## config.mk

```make
export PLATFORM = sky130hd
export DESIGN_NAME = cnt_seq_ctrl
export DESIGN_NICKNAME = d
export VERILOG_FILES = /design/src/rtl/cnt_seq_ctrl.sv
export SDC_FILE = /design/constraint.sdc
export NUM_CORES = 1
export LEC_CHECK = 0
export CAP_MARGIN = 20
export CORE_ASPECT_RATIO = 0.6
export CORE_MARGIN = 3
export CORE_UTILIZATION = 35
export DETAILED_ROUTE_END_ITERATION = 8
export PLACE_DENSITY = 0.75
export SLEW_MARGIN = 10
export SYNTH_ARGS = -nofsm -noshare
export SYNTH_HDL_FRONTEND = slang
export SYNTH_SLANG_ARGS = --single-unit
export TNS_END_PERCENT = 20
```

## constraint.sdc

```tcl
create_clock -name clk -period 5.15 [get_ports clk]
set_clock_uncertainty 0.2 [all_clocks]
set_input_delay 0.7725 -clock clk [delete_from_list [all_inputs] [get_ports clk]]
set_output_delay 0.7725 -clock clk [all_outputs]
set_load 0.005 [all_outputs]
```

## src/rtl/cnt_seq_ctrl.sv

```systemverilog
// cnt_seq_ctrl: sequencer for an external 8-bit up-counter.
// It loads the counter with a latched preset, enables counting until the
// counter reads 8'hFF, then either finishes (one-shot) or reloads (auto-reload).
// Optional macro CNT_SEQ_CTRL_PAUSE_EN adds a pause input that freezes RUN.
// Ports:
//   clk        clock, rising edge
//   mr         synchronous active-low reset
//   start      begin a sequence (sampled in IDLE only)
//   stop       abort, effective in every state
//   mode       0 one-shot, 1 auto-reload (latched on start)
//   pause      (CNT_SEQ_CTRL_PAUSE_EN only) hold RUN, counter disabled
//   preset     counter start value (latched on start)
//   cnt_q      current counter value
//   cnt_load_n active-low counter load
//   cnt_en     counter enable
//   cnt_d      counter load value (latched preset)
//   busy       high in LOAD and RUN
//   done       one-cycle pulse after each completed period
//   run_count  periods completed since the last accepted start
module cnt_seq_ctrl (
  input  logic       clk,
  input  logic       mr,
  input  logic       start,
  input  logic       stop,
  input  logic       mode,
`ifdef CNT_SEQ_CTRL_PAUSE_EN
  input  logic       pause,
`endif
  input  logic [7:0] preset,
  input  logic [7:0] cnt_q,
  output logic       cnt_load_n,
  output logic       cnt_en,
  output logic [7:0] cnt_d,
  output logic       busy,
  output logic       done,
  output logic [7:0] run_count
);

  localparam int unsigned CNT_W = 8;

  typedef enum logic [1:0] {IDLE, LOAD, RUN, DONE} state_t;

  state_t           state;
  state_t           state_nxt;
  logic [CNT_W-1:0] preset_lat;
  logic             mode_lat;
  logic             hold;
  logic             term;
  logic             period_end;
  logic             accept;

`ifdef CNT_SEQ_CTRL_PAUSE_EN
  assign hold = pause;
`else
  assign hold = 1'b0;
`endif

  // Terminal count is decoded from the counter value, never from a carry.
  assign term       = (state == RUN) && (cnt_q == {CNT_W{1'b1}}) && !hold;
  // A stop in the terminal cycle cancels the period completion.
  assign period_end = term && !stop;
  assign accept     = (state == IDLE) && start && !stop;

  // State register
  always_ff @(posedge clk) begin
    if (!mr) state <= IDLE;
    else     state <= state_nxt;
  end

  // Next-state and state-decoded counter controls
  always_comb begin
    state_nxt  = state;
    cnt_load_n = 1'b1;
    cnt_en     = 1'b0;
    busy       = 1'b0;
    case (state)
      IDLE: begin
        if (accept) state_nxt = LOAD;
      end
      LOAD: begin
        cnt_load_n = 1'b0;
        busy       = 1'b1;
        state_nxt  = stop ? IDLE : RUN;
      end
      RUN: begin
        cnt_en = !hold;
        busy   = 1'b1;
        if (stop)      state_nxt = IDLE;
        else if (term) state_nxt = mode_lat ? LOAD : DONE;
      end
      DONE: begin
        state_nxt = IDLE;
      end
      default: state_nxt = IDLE;
    endcase
  end

  // Latched configuration, done pulse and period counter
  always_ff @(posedge clk) begin
    if (!mr) begin
      done       <= 1'b0;
      run_count  <= '0;
      preset_lat <= '0;
      mode_lat   <= 1'b0;
    end else begin
      done <= period_end;
      if (accept) begin
        preset_lat <= preset;
        mode_lat   <= mode;
        run_count  <= '0;
      end else if (period_end) begin
        run_count <= run_count + CNT_W'(1);
      end
    end
  end

  assign cnt_d = preset_lat;

endmodule
```

Word-level counts from Yosys, hierarchy flattened. Index checks and enable logic that the tools add are counted.

Flip-flop bits (word level): 20. Input port bits: 21. Output and inout bits: 20. Logic and storage cells: 31.

Add/sub/neg operators: 1. Equal/unequal tests: 6. Mux-type cells: 9. Bitwise gates (word level): 1. Reduce and logical (&&, ||, !) cells: 9.

Operators by type and width (count): $mux 2 (5); $add 8x1->8 const B (1); $eq 8x8->1 const B (1); $pmux 2 s4 (1); $eq 2x2->1 const B (2); $logic_and 1x1->1 (4); $reduce_or 2->1 (2); $mux 1 (3); $ne 3x3->1 const B (1); $eq 2x1->1 const B (1); $logic_not 2->1 (1); $ne 2x2->1 const B (1); $reduce_and 2->1 (1); $logic_not 1->1 (1); $not 1->1 (1).

Depth between registers and ports, before layout. Gate-level depths: netlist of the first run.

Depth in word-level cells: 5. Depth in mapped cells: 6. Gate-level depth less buffers: 6.

Least setup slack after synthesis of the first run. No wires, ideal clock.

Path type: input-to-reg. From: input cnt_q[6]. To: register run_count[5]. Library setup time: 0.059 ns. Data arrival time: 1.935 ns. Data required time: 4.891 ns. Path slack: 2.956 ns. Stages: 4. Path buffers: 0. Cell sequence: nand4_2 or4_4 or4_1 nand2_1.

Longest elaborated chain between the ends: 3.

RTL lines: start, declared (RTL line 30) `input logic [7:0] cnt_q,`; $eq 8x8->1 (RTL line 59) `assign term = (state == RUN) && (cnt_q == {CNT_W{1'b1}}) && !hold;`; $logic_and 1x1->1 (RTL line 59); $logic_and 1x1->1 (RTL line 61) `assign period_end = term && !stop;`; end signal, assigned (RTL line 112) `run_count <= run_count + CNT_W'(1);`; end, declared (RTL line 36) `output logic [7:0] run_count`.

Every way passes these cells. A chain may end at the register's enable or synchronous reset.

Worst setup path in the final report of the first run.
From: input stop. To: register run_count[7].

Longest elaborated chain between the ends: 3. Elaborated cells on any way between the ends: 4. Classes of those cells: reduce/logical: 4.

RTL lines: start, declared (RTL line 24) `input logic stop,`; $logic_not 1->1 (*) (RTL line 61, 62); $logic_and 1x1->1 (RTL line 62) `assign accept = (state == IDLE) && start && !stop;`; $reduce_or 2->1 (no source line).

Mark *: on every way between the ends. The rest lies on a longest branch, timed or not.

==> impl_metrics.json, run 1 <==
{
  "viasPerCell": 4.91,
  "antenna_found_initial": 0,
  "post_cts_buffers": 0,
  "rsz0062_at_grt": "false",
  "grt.overflow.total": 0,
  "wl_per_cell_um": 13.2,
  "hp-class": "register to register",
  "nets": 168,
  "portBuffers": 40,
  "place.gp.congestion": 0.777,
  "grt_max_degree": 18,
  "worstSetupStartpointType": "primary input",
  "fmax_mhz": 349,
  "vias": 845,
  "ir_worst_vdd_mv": 0.191,
  "fp-row-count": 14,
  "tightest_slew_ps": 682,
  "cts_root_buf": "clkbuf_8",
  "clk-insertion-delay-late_ps": 250,
  "clock-sinks": 20,
  "cellPowerDensity_nw_per_um2": 238,
  "synth_area_per_cell_um2": 9.68,
  "total_leakage_power_nw": 0.560,
  "grt_pass1_wl_um": 3530,
  "syn_area_um2": 958,
  "cp_max_fo": 12,
  "die_area_um2": 3420,
  "synth-seq-cells": 20,
  "crit_required_ps": 5150,
  "synth_fp_nets": 125,
  "die_h_um": 46.5,
  "place_ws_ps": 2010,
  "ioPinCount": 41,
  "coreArea_um2": 2560,
  "clockBufferDepth": 2,
  "finalSetupViolCount": 0,
  "drtAntennaViolNets": 0,
  "drive_above_1_share": 0.0429,
  "drtPass1Iterations": 4,
  "fin_util": 0.560,
  "arrival_ps": 2870,
  "layout_common_cells": "clkdlybuf4s50_1, dfxtp_1, mux2i_1, nor2b_1",
  "yosysUniqueCellTypes": 25,
  "cts_tree": "built",
  "drv_cap": 0,
  "fin_crit_sh": 0.557,
  "maxSlewViolCount": 0,
  "area_growth_pct": 49.3,
  "grt_usage": 0.133,
  "cts-buffers-inserted": 3,
  "dieWidth_um": 73.6,
  "cts_resized": 0,
  "holdBufCountCts": 0,
  "post-dp-hpwl_um": 1820,
  "fin_crit_ps": 2870,
  "grt_pass1_vias": 791,
  "endpoint_kind": "register",
  "htree_levels": 1,
  "clk_pin_slew_ps": 70,
  "drc_errors": 0,
  "ys_seq_area_frac": 0.418,
  "wirelength_um": 2280,
  "fin_tns_setup_ps": 0,
  "setup_ws_ps": 2280,
  "initial_core_util": 0.375,
  "hold_violations": 0,
  "netlist_instances": 99,
  "relSlewSlack": 0.544,
  "status": "finished clean",
  "drtIter0Drc": 34,
  "antenna_cells": 0,
  "ys.warnings.count": 0,
  "final_common_cell": "clkdlybuf4s50_1",
  "path_class": "primary input to register"
}
-- power breakdown --
part           total [mW]  internal [mW]  switching, mW  leakage (nW)
Clock               0.100         0.0520         0.0485        0.0216
Combinational      0.0741         0.0442         0.0299         0.376
Sequential          0.166          0.162        0.00408         0.162
-- worst max-delay path, stage by stage --
cell and delay [ps]:
clkdlybuf4s50_1 540, nand3b_1 540, nand2_1 340, or4_1 580, nand2_1 90
-- logic make-up after synthesis --
family	Yosys count	share of synthesized area
flip-flops	20	0.418
adder cells (fa/ha/maj)	5	0.0653
XOR/XNOR	5	0.0457
multiplexers	12	0.125
AND/OR/NAND/NOR	41	0.266
buffers and inverters	10	0.0405
AO/OA/AOI/OAI	6	0.0392
-- cell usage after synthesis --
cell | instances | area share
nor2b_1 | 9 | 0.059
nor2_1 | 8 | 0.031
nand4_1 | 1 | 0.0065
nand3_1 | 2 | 0.010
clkbuf_1 | 1 | 0.0039
nand2_1 | 6 | 0.023
xnor2_1 | 4 | 0.037
or4_4 | 1 | 0.012
mux2i_1 | 12 | 0.13
nor3_1 | 1 | 0.0052
nand4_4 | 1 | 0.022
nand4_2 | 1 | 0.013
ha_1 | 5 | 0.065
or4_1 | 2 | 0.016
xor2_1 | 1 | 0.0091
o21ai_0 | 4 | 0.021
nand3b_1 | 1 | 0.0078
o2111ai_1 | 2 | 0.018
inv_1 | 8 | 0.031
buf_2 | 1 | 0.0052
nand2b_1 | 1 | 0.0065
nand4b_1 | 3 | 0.027
dfxtp_1 | 20 | 0.42
and2_1 | 1 | 0.0065
nor4_1 | 3 | 0.020
-- layer usage --
layer / part of all wire / routed length [um] / track usage / up-vias
li1: - / - / - / 422
met1: 0.47 / 1060 / 0.167 / 388
met2: 0.45 / 1020 / 0.232 / 35
met3: 0.085 / 193 / 0.0523 / 0
met4: 0 / 0 / 0 / 0
met5: 0 / 0 / 0 / -
-- per-stage QoR --
step | std cells | hold slack [ps] | area, um2 | total power, mW
finish | 172 | 295 | 1430 | 0.340
global route | 172 | 316 | 1430 | 0.353
CTS | 172 | 290 | 1430 | 0.342
detailed placement | 169 | 276 | 1390 | 0.243
global placement | 169 | 274 | 1390 | 0.242
floorplan | 99 | 255 | 958 | 0.203
-- final timing paths --
path / from / end / slack (ps) / depth (start not counted)
worst max-delay path: stop / run_count[7]$_SDFFE_PP0P_ / 2280 / 5
worst min-delay path: state[0]$_SDFFE_PN0P_ / state[0]$_SDFFE_PN0P_ / 300 / 2
worst min register to register: state[0]$_SDFFE_PN0P_ / state[0]$_SDFFE_PN0P_ / 300 / 2
worst max register to register: state[0]$_SDFFE_PN0P_ / run_count[7]$_SDFFE_PP0P_ / 2740 / 6
-- area by class of cell --
type                            instances  area [um2]
Fill cell                             221        1130
Multi-Input combinational cell         69         519
Sequential cell                        20         400
Timing Repair Buffer                   40         400
Clock buffer                            3        41.3
Tap cell                               32        40.0
Inverter                                8        30.0
-- registers in the layout (all words and copies together) (netlist names) --
register	cells
done	1
state	2
run_count	8
cnt_d	8
mode_lat	1
Power figures use the tool's default switching activity.
==> inputs of run 2 (changes only) <==
==> constraint.sdc (replaced) <==
create_clock -name clk -period 2.7 [get_ports clk]
set_clock_uncertainty 0.2 [all_clocks]
set_input_delay 0.405 -clock clk [delete_from_list [all_inputs] [get_ports clk]]
set_output_delay 0.405 -clock clk [all_outputs]
set_load 0.005 [all_outputs]
==> impl_metrics.json, run 2 (synthesis results as in run 1) <==
{
  "status": "finished clean",
  "crit_cells": 3,
  "setup_ws_ps": 564,
  "maxSlewViolCount": 0,
  "rsz0062_at_grt": "false",
  "wl_per_cell_um": 12.7,
  "cpMaxStageDelayCell": "clkdlybuf4s50_1",
  "area_growth_pct": 54.8,
  "path_class": "register to primary output",
  "cp_max_fo": 6,
  "fp-row-count": 14,
  "place.gp.congestion": 0.807,
  "final_common_cell": "clkdlybuf4s50_1",
  "ioPinCount": 41,
  "p_total_mw": 0.757,
  "grt_max_degree": 17,
  "cts_root_buf": "clkbuf_8",
  "hp-class": "register to register",
  "clk_pin_slew_ps": 70,
  "hold_depth": 2,
  "drive_above_1_share": 0.0694,
  "ff2ff_path_depth": 6,
  "antenna_cells": 0,
  "place_ws_ps": 310,
  "wirelength_um": 2240,
  "arrival_ps": 1530,
  "finalSetupViolCount": 0,
  "clockBufferDepth": 2,
  "fin_area_um2": 1480,
  "drc_errors": 0,
  "die_h_um": 46.5,
  "fin_tns_setup_ps": 0,
  "cp_top_family": "buffers and inverters",
  "fin_crit_sh": 0.791,
  "holdBufCountCts": 0,
  "grt_pass1_vias": 752,
  "cts_resized": 0,
  "grt.overflow.total": 0,
  "fin_crit_ps": 2140,
  "drtPass1Iterations": 4,
  "dieWidth_um": 73.6,
  "nets": 171,
  "grt_pass1_wl_um": 3450,
  "crit_required_ps": 2100,
  "fmax_mhz": 468,
  "layout_common_cells": "clkdlybuf4s50_1, dfxtp_1, mux2i_1, nor2b_1",
  "initial_core_util": 0.375,
  "post_dp_cell_area_um2": 1410,
  "cts_tree": "built",
  "clk-insertion-delay-late_ps": 260,
  "post_cts_buffers": 0,
  "relSlewSlack": 0.661,
  "grt_usage": 0.135,
  "drtIter0Drc": 50,
  "portBuffers": 40,
  "endpoint_kind": "primary output",
  "crit_chain": "inv_1 -> ha_1 -> clkdlybuf4s50_1",
  "max_stage_delay_ps": 550,
  "fill_cells": 215,
  "vias": 840,
  "coreArea_um2": 2560,
  "drv_cap": 0,
  "clock-sinks": 20,
  "ir_worst_vdd_mv": 0.444,
  "die_area_um2": 3420,
  "fin_util": 0.580,
  "tightest_slew_ps": 504,
  "worstSetupStartpointType": "register",
  "post-dp-hpwl_um": 1740,
  "cellPowerDensity_nw_per_um2": 510,
  "viasPerCell": 4.77,
  "htree_levels": 1,
  "antenna_found_initial": 0,
  "drtAntennaViolNets": 0,
  "hold_violations": 0,
  "critPathBufInv": 2,
  "total_leakage_power_nw": 0.588,
  "cts-buffers-inserted": 3
}
## run 2: cell types whose count changed in the layout (fill, tap and decap cells not counted)
cell / previous run / this run
buf_4: 0 / 3
bufinv_16: 0 / 1
## run 2: final timing paths
| check | startpoint | to | slack, ps |
|---|---|---|---|
| worst max register to register | state[0]$_SDFFE_PN0P_ | run_count[5]$_SDFFE_PP0P_ | 610 |
| worst min-delay path | state[0]$_SDFFE_PN0P_ | state[0]$_SDFFE_PN0P_ | 300 |
| worst max-delay path | state[0]$_SDFFE_PN0P_ | cnt_en | 560 |
| worst min register to register | state[0]$_SDFFE_PN0P_ | state[0]$_SDFFE_PN0P_ | 300 |
## run 2: area by class of cell
class / count / area [um2] / area share
Multi-Input combinational cell: 69 / 519 / 0.350
Timing Repair Buffer: 43 / 423 / 0.285
Sequential cell: 20 / 400 / 0.270
Clock buffer: 3 / 41.3 / 0.0278
Tap cell: 32 / 40.0 / 0.0270
Clock inverter: 1 / 30.0 / 0.0202
Inverter: 8 / 30.0 / 0.0202
## run 2: per-layer routing
metal	GRT usage	wire [um]	vias up
met5	0	0	-
met4	0.0325	8	0
met3	0.0545	192	2
li1	-	-	432
met1	0.185	1100	379
met2	0.199	931	27
## run 2: worst register-to-register path, stage by stage, from the launching register on
cell	delay, ps
dfxtp_1	320
inv_1	100
ha_1	300
nand4b_1	140
or4_4	470
or4_1	420
nand2_1	80
## run 2: power breakdown
group          switching (mW)  internal (mW)
clock network          0.0955          0.198
registers             0.00768          0.308
logic                  0.0591         0.0884
## run 2: stage by stage
stage	hold WS, ps	std cells
2_1_floorplan	255	99
3_3_place_gp	278	172
3_5_place_dp	279	172
4_1_cts	295	176
5_1_grt	322	176
6_report	296	176
==> inputs of run 3 (changes only) <==
--- a/config.mk
+++ b/config.mk
@@ -10,7 +10,7 @@
 export CORE_MARGIN = 3
 export CORE_UTILIZATION = 35
 export DETAILED_ROUTE_END_ITERATION = 8
-export PLACE_DENSITY = 0.75
+export PLACE_DENSITY = 0.78
 export SLEW_MARGIN = 10
 export SYNTH_ARGS = -nofsm -noshare
 export SYNTH_HDL_FRONTEND = slang
==> constraint.sdc (replaced) <==
create_clock -name clk -period 1.9 [get_ports clk]
set_clock_uncertainty 0.2 [all_clocks]
set_input_delay 0.285 -clock clk [delete_from_list [all_inputs] [get_ports clk]]
set_output_delay 0.285 -clock clk [all_outputs]
set_load 0.005 [all_outputs]
==> impl_metrics.json, run 3 (synthesis results as in run 1) <==
{
  "crit_required_ps": 1900,
  "rsz0062_at_grt": "true",
  "clk_pin_slew_ps": 70,
  "vias": 932,
  "fp-row-count": 14,
  "initial_core_util": 0.375,
  "cpMaxStageDelayCell": "or4_4",
  "critical_path.most_common_cell": "or4_4",
  "final_common_cell": "clkdlybuf4s50_1",
  "fin_crit_sh": 0.999,
  "fin_util": 0.629,
  "antenna_cells": 0,
  "ir_worst_vdd_mv": 0.515,
  "cellPowerDensity_nw_per_um2": 691,
  "drc_errors": 0,
  "regArea_um2": 403,
  "drtIter0Drc": 69,
  "post_dp_cell_area_um2": 1470,
  "holdWs_ps": 306,
  "cts-buffers-inserted": 3,
  "worstSetupStartpointType": "register",
  "drive_above_1_share": 0.182,
  "relSlewSlack": 0.727,
  "grt_pass1_wl_um": 3950,
  "holdBufCountCts": 0,
  "clockBufferDepth": 2,
  "crit_chain": "inv_2 -> ha_4 -> nand4b_1 -> or4_4 -> or4_4 -> nand2_2",
  "grt_usage": 0.153,
  "nets": 181,
  "maxSlewViolCount": 0,
  "hold_depth": 5,
  "grt_pass1_vias": 862,
  "place_ws_ps": -299,
  "finalSetupViolCount": 0,
  "cts_root_buf": "clkbuf_8",
  "fin_crit_ps": 1900,
  "htree_levels": 1,
  "path_class": "register to register",
  "multiInputGateArea_um2": 547,
  "total_leakage_power_nw": 0.727,
  "max_stage_delay_ps": 490,
  "fmax_mhz": 527,
  "ff2ff_path_depth": 6,
  "place.gp.congestion": 0.867,
  "portBuffers": 40,
  "post-dp-hpwl_um": 1960,
  "dieWidth_um": 73.6,
  "status": "finished clean",
  "drtPass1Iterations": 4,
  "wirelength_um": 2620,
  "hp-class": "primary input to register",
  "ioPinCount": 41,
  "die_h_um": 46.5,
  "grt_max_degree": 17,
  "p_total_mw": 1.11,
  "cp_max_fo": 3,
  "fin_area_um2": 1610,
  "clk-insertion-delay-late_ps": 250,
  "setup_ws_ps": 2.54,
  "grt.overflow.total": 0,
  "layout_common_cells": "clkdlybuf4s50_1, dfxtp_1, buf_4, mux2i_1",
  "antenna_found_initial": 0,
  "endpoint_kind": "register",
  "clock-sinks": 20,
  "r2r_slack_ps": 3,
  "tightest_slew_ps": 405,
  "die_area_um2": 3420,
  "arrival_ps": 1900,
  "viasPerCell": 5.01,
  "area_growth_pct": 67.8,
  "coreArea_um2": 2560,
  "cts_tree": "built",
  "drtAntennaViolNets": 0,
  "drv_cap": 0,
  "hold_violations": 0,
  "wl_per_cell_um": 14.1,
  "fill_cells": 203
}
run 3: cell count changes in the layout (fill, tap and decap cells not counted), moves of 2 or more:
cell	previous run	this run
nand2_1	6	4
nand2_2	0	2
dlymetal6s2s_1	0	9
dlygate4sd2_1	0	3
clkdlybuf4s50_1	40	28
buf_4	3	13
dfxtp_2	0	2
dfxtp_1	20	18
run 3: path summary, 6_finish.rpt:
path	start	end
max	state[0]$_SDFFE_PN0P_	run_count[7]$_SDFFE_PP0P_
min	stop	state[1]$_SDFFE_PN0P_
max reg2reg	state[0]$_SDFFE_PN0P_	run_count[7]$_SDFFE_PP0P_
min reg2reg	cnt_d[0]$_SDFFE_PN0P_	cnt_d[0]$_SDFFE_PN0P_
run 3: cell type report:
| cell class | count | area share |
|---|---|---|
| clock inverter | 1 | 0.0187 |
| sequential | 20 | 0.251 |
| clock buffer | 3 | 0.0257 |
| multi-input combinational | 69 | 0.340 |
| inverter | 8 | 0.0187 |
| timing repair buffer | 53 | 0.321 |
| tap | 32 | 0.0249 |
run 3: through the flow:
stage	std cells	TNS (ps)
floorplan	99	0
global placement	180	-605
detailed placement	180	-957
CTS	185	-50.3
global route	186	-31.0
finish	186	0
run 3: timing repair:
item,CTS,global route
setup endpoints to repair,5,2
resized for setup,6,15
setup buffers,1,1
pin swaps,0,5
cloned,0,0
run 3: routing by layer:
| layer | vias to the layer above | GRT usage | wire, um |
|---|---|---|---|
| met5 | - | 0 | 0 |
| met2 | 45 | 0.239 | 1220 |
| met3 | 8 | 0.0414 | 171 |
| li1 | 453 | - | - |
| met4 | 0 | 0.0397 | 33 |
| met1 | 426 | 0.207 | 1190 |
run 3: critical path: cells and delay by family (launching register included):
kind          cells  cell delay (ps)
simple gates      4             1110
buf+inv           1               70
flops             1              340
fa+ha+maj         1              130
run 3: power breakdown:
group          internal (mW)  total, mW  switching, mW
registers              0.440      0.452         0.0121
clock network          0.281      0.420          0.139
logic                  0.139      0.239          0.101
